File: config.mk
export PLATFORM = sky130hd
export DESIGN_NAME = pingpong_buf_sched
export DESIGN_NICKNAME = d
export VERILOG_FILES = /design/src/rtl/pingpong_buf_sched.sv
export SDC_FILE = /design/constraint.sdc
export NUM_CORES = 1
export LEC_CHECK = 0
export ABC_CLOCK_PERIOD_IN_PS = 3400
export CAP_MARGIN = 25
export CORE_MARGIN = 5
export CORE_UTILIZATION = 50
export CTS_CLUSTER_DIAMETER = 30
export CTS_CLUSTER_SIZE = 8
export DETAILED_ROUTE_END_ITERATION = 8
export PLACE_DENSITY = 0.79
export SYNTH_ARGS = -nofsm -noshare
export SYNTH_HDL_FRONTEND = slang
export SYNTH_SLANG_ARGS = --single-unit
File: constraint.sdc
create_clock -name clk -period 3.4 [get_ports clk]
set_input_delay 0.51 -clock clk [delete_from_list [all_inputs] [get_ports clk]]
set_output_delay 0.51 -clock clk [all_outputs]
set_load 0.01 [all_outputs]
File: src/rtl/pingpong_buf_sched.sv
`default_nettype none
// ============================================================================
// Module      : pingpong_buf_sched
// Description : Hands the ping-pong buffer banks to the LOAD, COMPUTE and
//               STORE stages in strict bank order. Every bank cycles through
//               FREE -> LOADING -> LOADED -> COMPUTING -> COMPUTED ->
//               STORING -> FREE. A stage cannot obtain a bank until the
//               previous stage has released it.
// Revision    : 1.0 - initial release
// ============================================================================
module pingpong_buf_sched #(
    parameter int BANK_NUM = 2,
    parameter int BANK_W   = (BANK_NUM > 1) ? $clog2(BANK_NUM) : 1
) (
    input  logic                  clk,
    input  logic                  rst,
    input  logic                  ld_req,
    output logic                  ld_gnt,
    output logic [BANK_W-1:0]     ld_bank,
    input  logic                  ld_done,
    input  logic                  cp_req,
    output logic                  cp_gnt,
    output logic [BANK_W-1:0]     cp_bank,
    input  logic                  cp_done,
    input  logic                  st_req,
    output logic                  st_gnt,
    output logic [BANK_W-1:0]     st_bank,
    input  logic                  st_done,
    output logic                  busy,
    output logic                  err,
    output logic [BANK_NUM*3-1:0] bank_state
);

    // Per-bank state codes
    localparam logic [2:0] c_FREE      = 3'd0;
    localparam logic [2:0] c_LOADING   = 3'd1;
    localparam logic [2:0] c_LOADED    = 3'd2;
    localparam logic [2:0] c_COMPUTING = 3'd3;
    localparam logic [2:0] c_COMPUTED  = 3'd4;
    localparam logic [2:0] c_STORING   = 3'd5;

    // Per-stage FSM states
    localparam logic [1:0] c_IDLE = 2'd0;
    localparam logic [1:0] c_WAIT = 2'd1;
    localparam logic [1:0] c_OWN  = 2'd2;

    // Stage index 0 = LOAD, 1 = COMPUTE, 2 = STORE; tables are packed per stage
    localparam int         c_NSTG    = 3;
    localparam logic [8:0] c_NEED    = {c_COMPUTED, c_LOADED,    c_FREE};
    localparam logic [8:0] c_CLAIM   = {c_STORING,  c_COMPUTING, c_LOADING};
    localparam logic [8:0] c_RELEASE = {c_FREE,     c_COMPUTED,  c_LOADED};
    localparam logic [BANK_W-1:0] c_LAST = BANK_W'(BANK_NUM - 1);

    logic [c_NSTG-1:0]        w_req;
    logic [c_NSTG-1:0]        w_done;
    logic [c_NSTG-1:0]        w_claim;
    logic [c_NSTG-1:0]        w_rel;
    logic [c_NSTG-1:0]        w_perr;
    logic [c_NSTG-1:0]        w_active;
    logic [c_NSTG-1:0]        w_gnt;
    logic [c_NSTG*BANK_W-1:0] w_ptr;
    logic [c_NSTG*BANK_W-1:0] w_own;

    logic [BANK_NUM*3-1:0]    bank_q;
    logic [BANK_NUM*3-1:0]    bank_d;
    logic                     err_q;
    logic                     err_d;

    assign w_req  = {st_req,  cp_req,  ld_req};
    assign w_done = {st_done, cp_done, ld_done};

    for (genvar s = 0; s < c_NSTG; s++) begin : g_stage
        logic [1:0]        stg_q, stg_d;
        logic [BANK_W-1:0] ptr_q, ptr_d;
        logic [BANK_W-1:0] own_q, own_d;
        logic              gnt_q, gnt_d;
        logic              claim, rel, perr;

        // Stage FSM: wait for the next bank in order to reach the required state
        always_comb begin
            stg_d = stg_q;
            ptr_d = ptr_q;
            own_d = own_q;
            gnt_d = 1'b0;
            claim = 1'b0;
            rel   = 1'b0;
            case (stg_q)
                c_IDLE: begin
                    if (w_req[s]) begin
                        stg_d = c_WAIT;
                    end
                end
                c_WAIT: begin
                    // request is latched here even if req is dropped
                    if (bank_q[int'(ptr_q)*3 +: 3] == c_NEED[s*3 +: 3]) begin
                        stg_d = c_OWN;
                        gnt_d = 1'b1;
                        own_d = ptr_q;
                        claim = 1'b1;
                    end
                end
                c_OWN: begin
                    if (w_done[s]) begin
                        stg_d = c_IDLE;
                        rel   = 1'b1;
                        ptr_d = (ptr_q == c_LAST) ? '0 : ptr_q + 1'b1;
                    end
                end
                default: stg_d = c_IDLE;
            endcase
            // done outside OWN, or req while owning, is a protocol violation
            perr = (w_done[s] && (stg_q != c_OWN)) || (w_req[s] && (stg_q == c_OWN));
        end

        // Stage registers
        always_ff @(posedge clk) begin
            if (rst) begin
                stg_q <= c_IDLE;
                ptr_q <= '0;
                own_q <= '0;
                gnt_q <= 1'b0;
            end else begin
                stg_q <= stg_d;
                ptr_q <= ptr_d;
                own_q <= own_d;
                gnt_q <= gnt_d;
            end
        end

        assign w_claim[s]                 = claim;
        assign w_rel[s]                   = rel;
        assign w_perr[s]                  = perr;
        assign w_active[s]                = (stg_q != c_IDLE);
        assign w_gnt[s]                   = gnt_q;
        assign w_ptr[s*BANK_W +: BANK_W]  = ptr_q;
        assign w_own[s*BANK_W +: BANK_W]  = own_q;
    end

    // Bank next state: claims first, releases last so a release wins a collision
    always_comb begin
        bank_d = bank_q;
        for (int s = 0; s < c_NSTG; s++) begin
            if (w_claim[s]) begin
                bank_d[int'(w_ptr[s*BANK_W +: BANK_W])*3 +: 3] = c_CLAIM[s*3 +: 3];
            end
        end
        for (int s = 0; s < c_NSTG; s++) begin
            if (w_rel[s]) begin
                bank_d[int'(w_own[s*BANK_W +: BANK_W])*3 +: 3] = c_RELEASE[s*3 +: 3];
            end
        end
        err_d = err_q | (|w_perr);
    end

    // Bank state and sticky error registers
    always_ff @(posedge clk) begin
        if (rst) begin
            bank_q <= '0;
            err_q  <= 1'b0;
        end else begin
            bank_q <= bank_d;
            err_q  <= err_d;
        end
    end

    // Busy is derived from registered state only
    always_comb begin
        busy = |w_active;
        for (int b = 0; b < BANK_NUM; b++) begin
            if (bank_q[b*3 +: 3] != c_FREE) begin
                busy = 1'b1;
            end
        end
    end

    assign ld_gnt     = w_gnt[0];
    assign cp_gnt     = w_gnt[1];
    assign st_gnt     = w_gnt[2];
    assign ld_bank    = w_own[0 +: BANK_W];
    assign cp_bank    = w_own[BANK_W +: BANK_W];
    assign st_bank    = w_own[2*BANK_W +: BANK_W];
    assign err        = err_q;
    assign bank_state = bank_q;

endmodule
`default_nettype wire

==> key figures <==
Hold path
  • HP Start: err$_SDFF_PP0_
  • Min-Delay Path Class: reg -> reg

STA
  • RSZ-0062 raised after global routing: false
  • Slew margin rel.: 0.546
  • Slew @ Worst Pin: 0.675 ns
  • Minimum clock period after layout: 2.18 ns
  • Final Cycle Share: 0.641
  • Setup TNS: 0 ns
  • Fmax: 459 MHz
  • Final Skew: 0.0109 ns
  • Setup violators final: 0
  • Slew Limit Fails: 0
  • Final hold vios: 0

Worst setup path
  • WP data required: 2.89 ns
  • Crit path arrival time: 1.67 ns
  • CP Class: reg -> out
  • Setup crit end kind: output port
  • Worst setup path startpoint: g_stage[1].stg_q[0]$_SDFFE_PP0P_
  • Startpoint types: flip-flop
  • Reg-to-Reg Start: bank_state[1]$_SDFF_PP0_
  • Critical path fanouts, max: 7

Final layout
  • Post-layout util: 0.672
  • Area delta synth->final: 28.4%
  • Fraction of layout cells with a size suffix above 1: 0.0687
  • Fin nets: 140
  • Filler cells: 163
  • Antenna fix cells: 0

Yosys
  • Ys async rst share: 0
  • Mapped Area: 0.00102 mm2
  • Primary FF master, synth: dfxtp_1
  • Biggest area consumer among synthesized cells: dfxtp_1
  • Seq cells post-synth: 22
  • Gate Count Post-Synth: 108
  • Yosys cell types: 37
  • Top cell type's share of synthesized area: 0.433
  • Syn_area_per_cell: 9.41 um2
  • Syn nets: 116
  • Post-synth EDFFs: 0
  • Yosys warns: 0
  • Seq/Total Area, Yosys: 0.433
  • Top cells by area, synth: dfxtp_1 43%, nand2b_1 3.7%, nor2_1 3.7%, nor2b_1 3.7%, a21oi_1 3.4%

Power
  • PD cells: 424 mW/mm2
  • Peak supply drop: 260 uV
  • Leak pwr: 0.450 nW
  • Power Total: 0.000554 W

Floorplanning
  • Die area: 0.00303 mm2
  • Die Span Y: 55.1 um
  • # rows: 16
  • I/O pins: 22
  • Die width: 55.1 um
  • Starting Density: 0.523
  • Core area: 0.00194 mm2

Clock tree
  • CTS hold repair buffers: 0
  • Skew-Pair Late Insertion Delay: 0.32 ns
  • Post_cts resized: 0
  • Post-CTS setup buffers: 0
  • Clock buffer depth: 2
  • Clock Tree Root: clkbuf_4
  • Number of clock sinks: 22
  • CTS tree: yes
  • Number of CTS-inserted buffers: 3
  • Reg clk slew, reported paths: 0.13 ns
  • H-tree depth: 1

Route
  • DRC Markers: 0
  • Vias: 963
  • Routed len/inst: 15.6 um
  • Final wirelength: 2470 um
  • First-pass DRT Iterations: 4
  • ANT nets after route: 0
  • Vias per Instance: 6.09
  • Iter 0 DRT Violations: 27

Global route
  • Largest net degree at the start of global routing: 20
  • Vias in the first global route: 869
  • Initial antenna violation count: 0
  • GRT overflow: 0
  • First-pass GRT wire length: 3940 um
  • Overall Global Routing Usage: 0.184

Placement
  • IO buf count: 21
  • Post-DP HPWL: 1870 um
  • RD Place Congestion: 0.909

Status
  • Status: complete, no violations

Flow run
  • Max cap viols: 0
[worst max-delay path: stages, from the launching register on]
cell and delay, ns:
dfxtp_1 0.39, nor4_1 0.31, nand4_1 0.14, clkdlybuf4s50_1 0.50
[metal layers]
layer  vias up  routed length, um  GRT usage
met4         0                 70      0.105
met1       455               1060      0.233
met5         -                  0          0
met3         9                186     0.0349
li1        458                  -          -
met2        41               1150      0.289
[cells by family (layout without fill, tap and decap cells)]
| kind of cell | Yosys count | count (layout) | share of synthesized area |
|---|---|---|---|
| XOR/XNOR | 3 | 3 | 0.0259 |
| buffers and inverters | 7 | 30 | 0.0259 |
| AND/OR/NAND/NOR | 45 | 45 | 0.277 |
| flip-flops | 22 | 22 | 0.433 |
| AO/OA/AOI/OAI | 28 | 28 | 0.208 |
| multiplexers | 3 | 3 | 0.0296 |
[final cells by class]
cell class / instances / area [um2] / area share
Timing Repair Buffer: 21 / 210 / 0.161
Clock inverter: 1 / 30.0 / 0.0230
Clock buffer: 3 / 22.5 / 0.0173
Multi-Input combinational cell: 79 / 549 / 0.421
Sequential cell: 22 / 440 / 0.337
Tap cell: 27 / 33.8 / 0.0259
Inverter: 5 / 18.8 / 0.0144
[power breakdown]
group	switching [W]	internal, W	leakage (nW)
Sequential	0.0000125	0.000267	0.179
Clock	0.0000843	0.000119	0.0279
Combinational	0.0000329	0.0000380	0.243
[state kept, by name, summed over array words and instances, names as in the netlist]
register and count:
bank_state 6, cp_bank 1, cp_gnt 1, err 1, g_stage.ptr_q 3, g_stage.stg_q 6
ld_bank 1, ld_gnt 1, st_bank 1, st_gnt 1
[final timing paths]
kind	endpoint	slack, ns	cells past startpoint
worst max-delay path	busy	1.22	3
worst min-delay path	err$_SDFF_PP0_	0.50	2
worst max register to register	bank_state[0]$_SDFF_PP0_	1.84	3
worst min register to register	err$_SDFF_PP0_	0.50	2
[stage by stage]
| step | worst slack [ns] | instances | hold WS [ns] | area [um2] |
|---|---|---|---|---|
| 5_1_grt | 1.16 | 158 | 0.537 | 1310 |
| 3_5_place_dp | 1.40 | 154 | 0.487 | 1250 |
| 4_1_cts | 1.20 | 158 | 0.506 | 1310 |
| 6_report | 1.22 | 158 | 0.502 | 1310 |
| 3_3_place_gp | 1.45 | 154 | 0.481 | 1250 |
| 2_1_floorplan | 1.96 | 108 | 0.466 | 1020 |
[cells in the final DEF, fill, tap and decap left out, types with 2 or more instances in the layout]
master,n
dfxtp_1,22
clkdlybuf4s50_1,21
nor2_1,10
a21oi_1,7
nand2b_1,6
nor2b_1,6
inv_1,5
nor4_1,3
nand2_1,3
nand3b_1,3
xor2_1,3
a41oi_1,3
a211oi_1,3
mux2i_1,3
clkbuf_4,3
nor4b_1,2
a31oi_1,2
o31ai_1,2
nor3_1,2
a311oi_1,2
o21ai_0,2
[cell usage after synthesis, types with 2 or more instances]
cell	n
nand3b_1	3
xor2_1	3
a41oi_1	3
o21ai_0	2
a211oi_1	3
nor4_1	3
a21oi_1	7
dfxtp_1	22
nor2_1	10
nand2_1	3
a311oi_1	2
clkbuf_1	2
nand2b_1	6
nor2b_1	6
nor4b_1	2
nor3_1	2
inv_1	5
mux2i_1	3
o31ai_1	2
a31oi_1	2
Note: power is estimated with default switching activity, not from simulation.
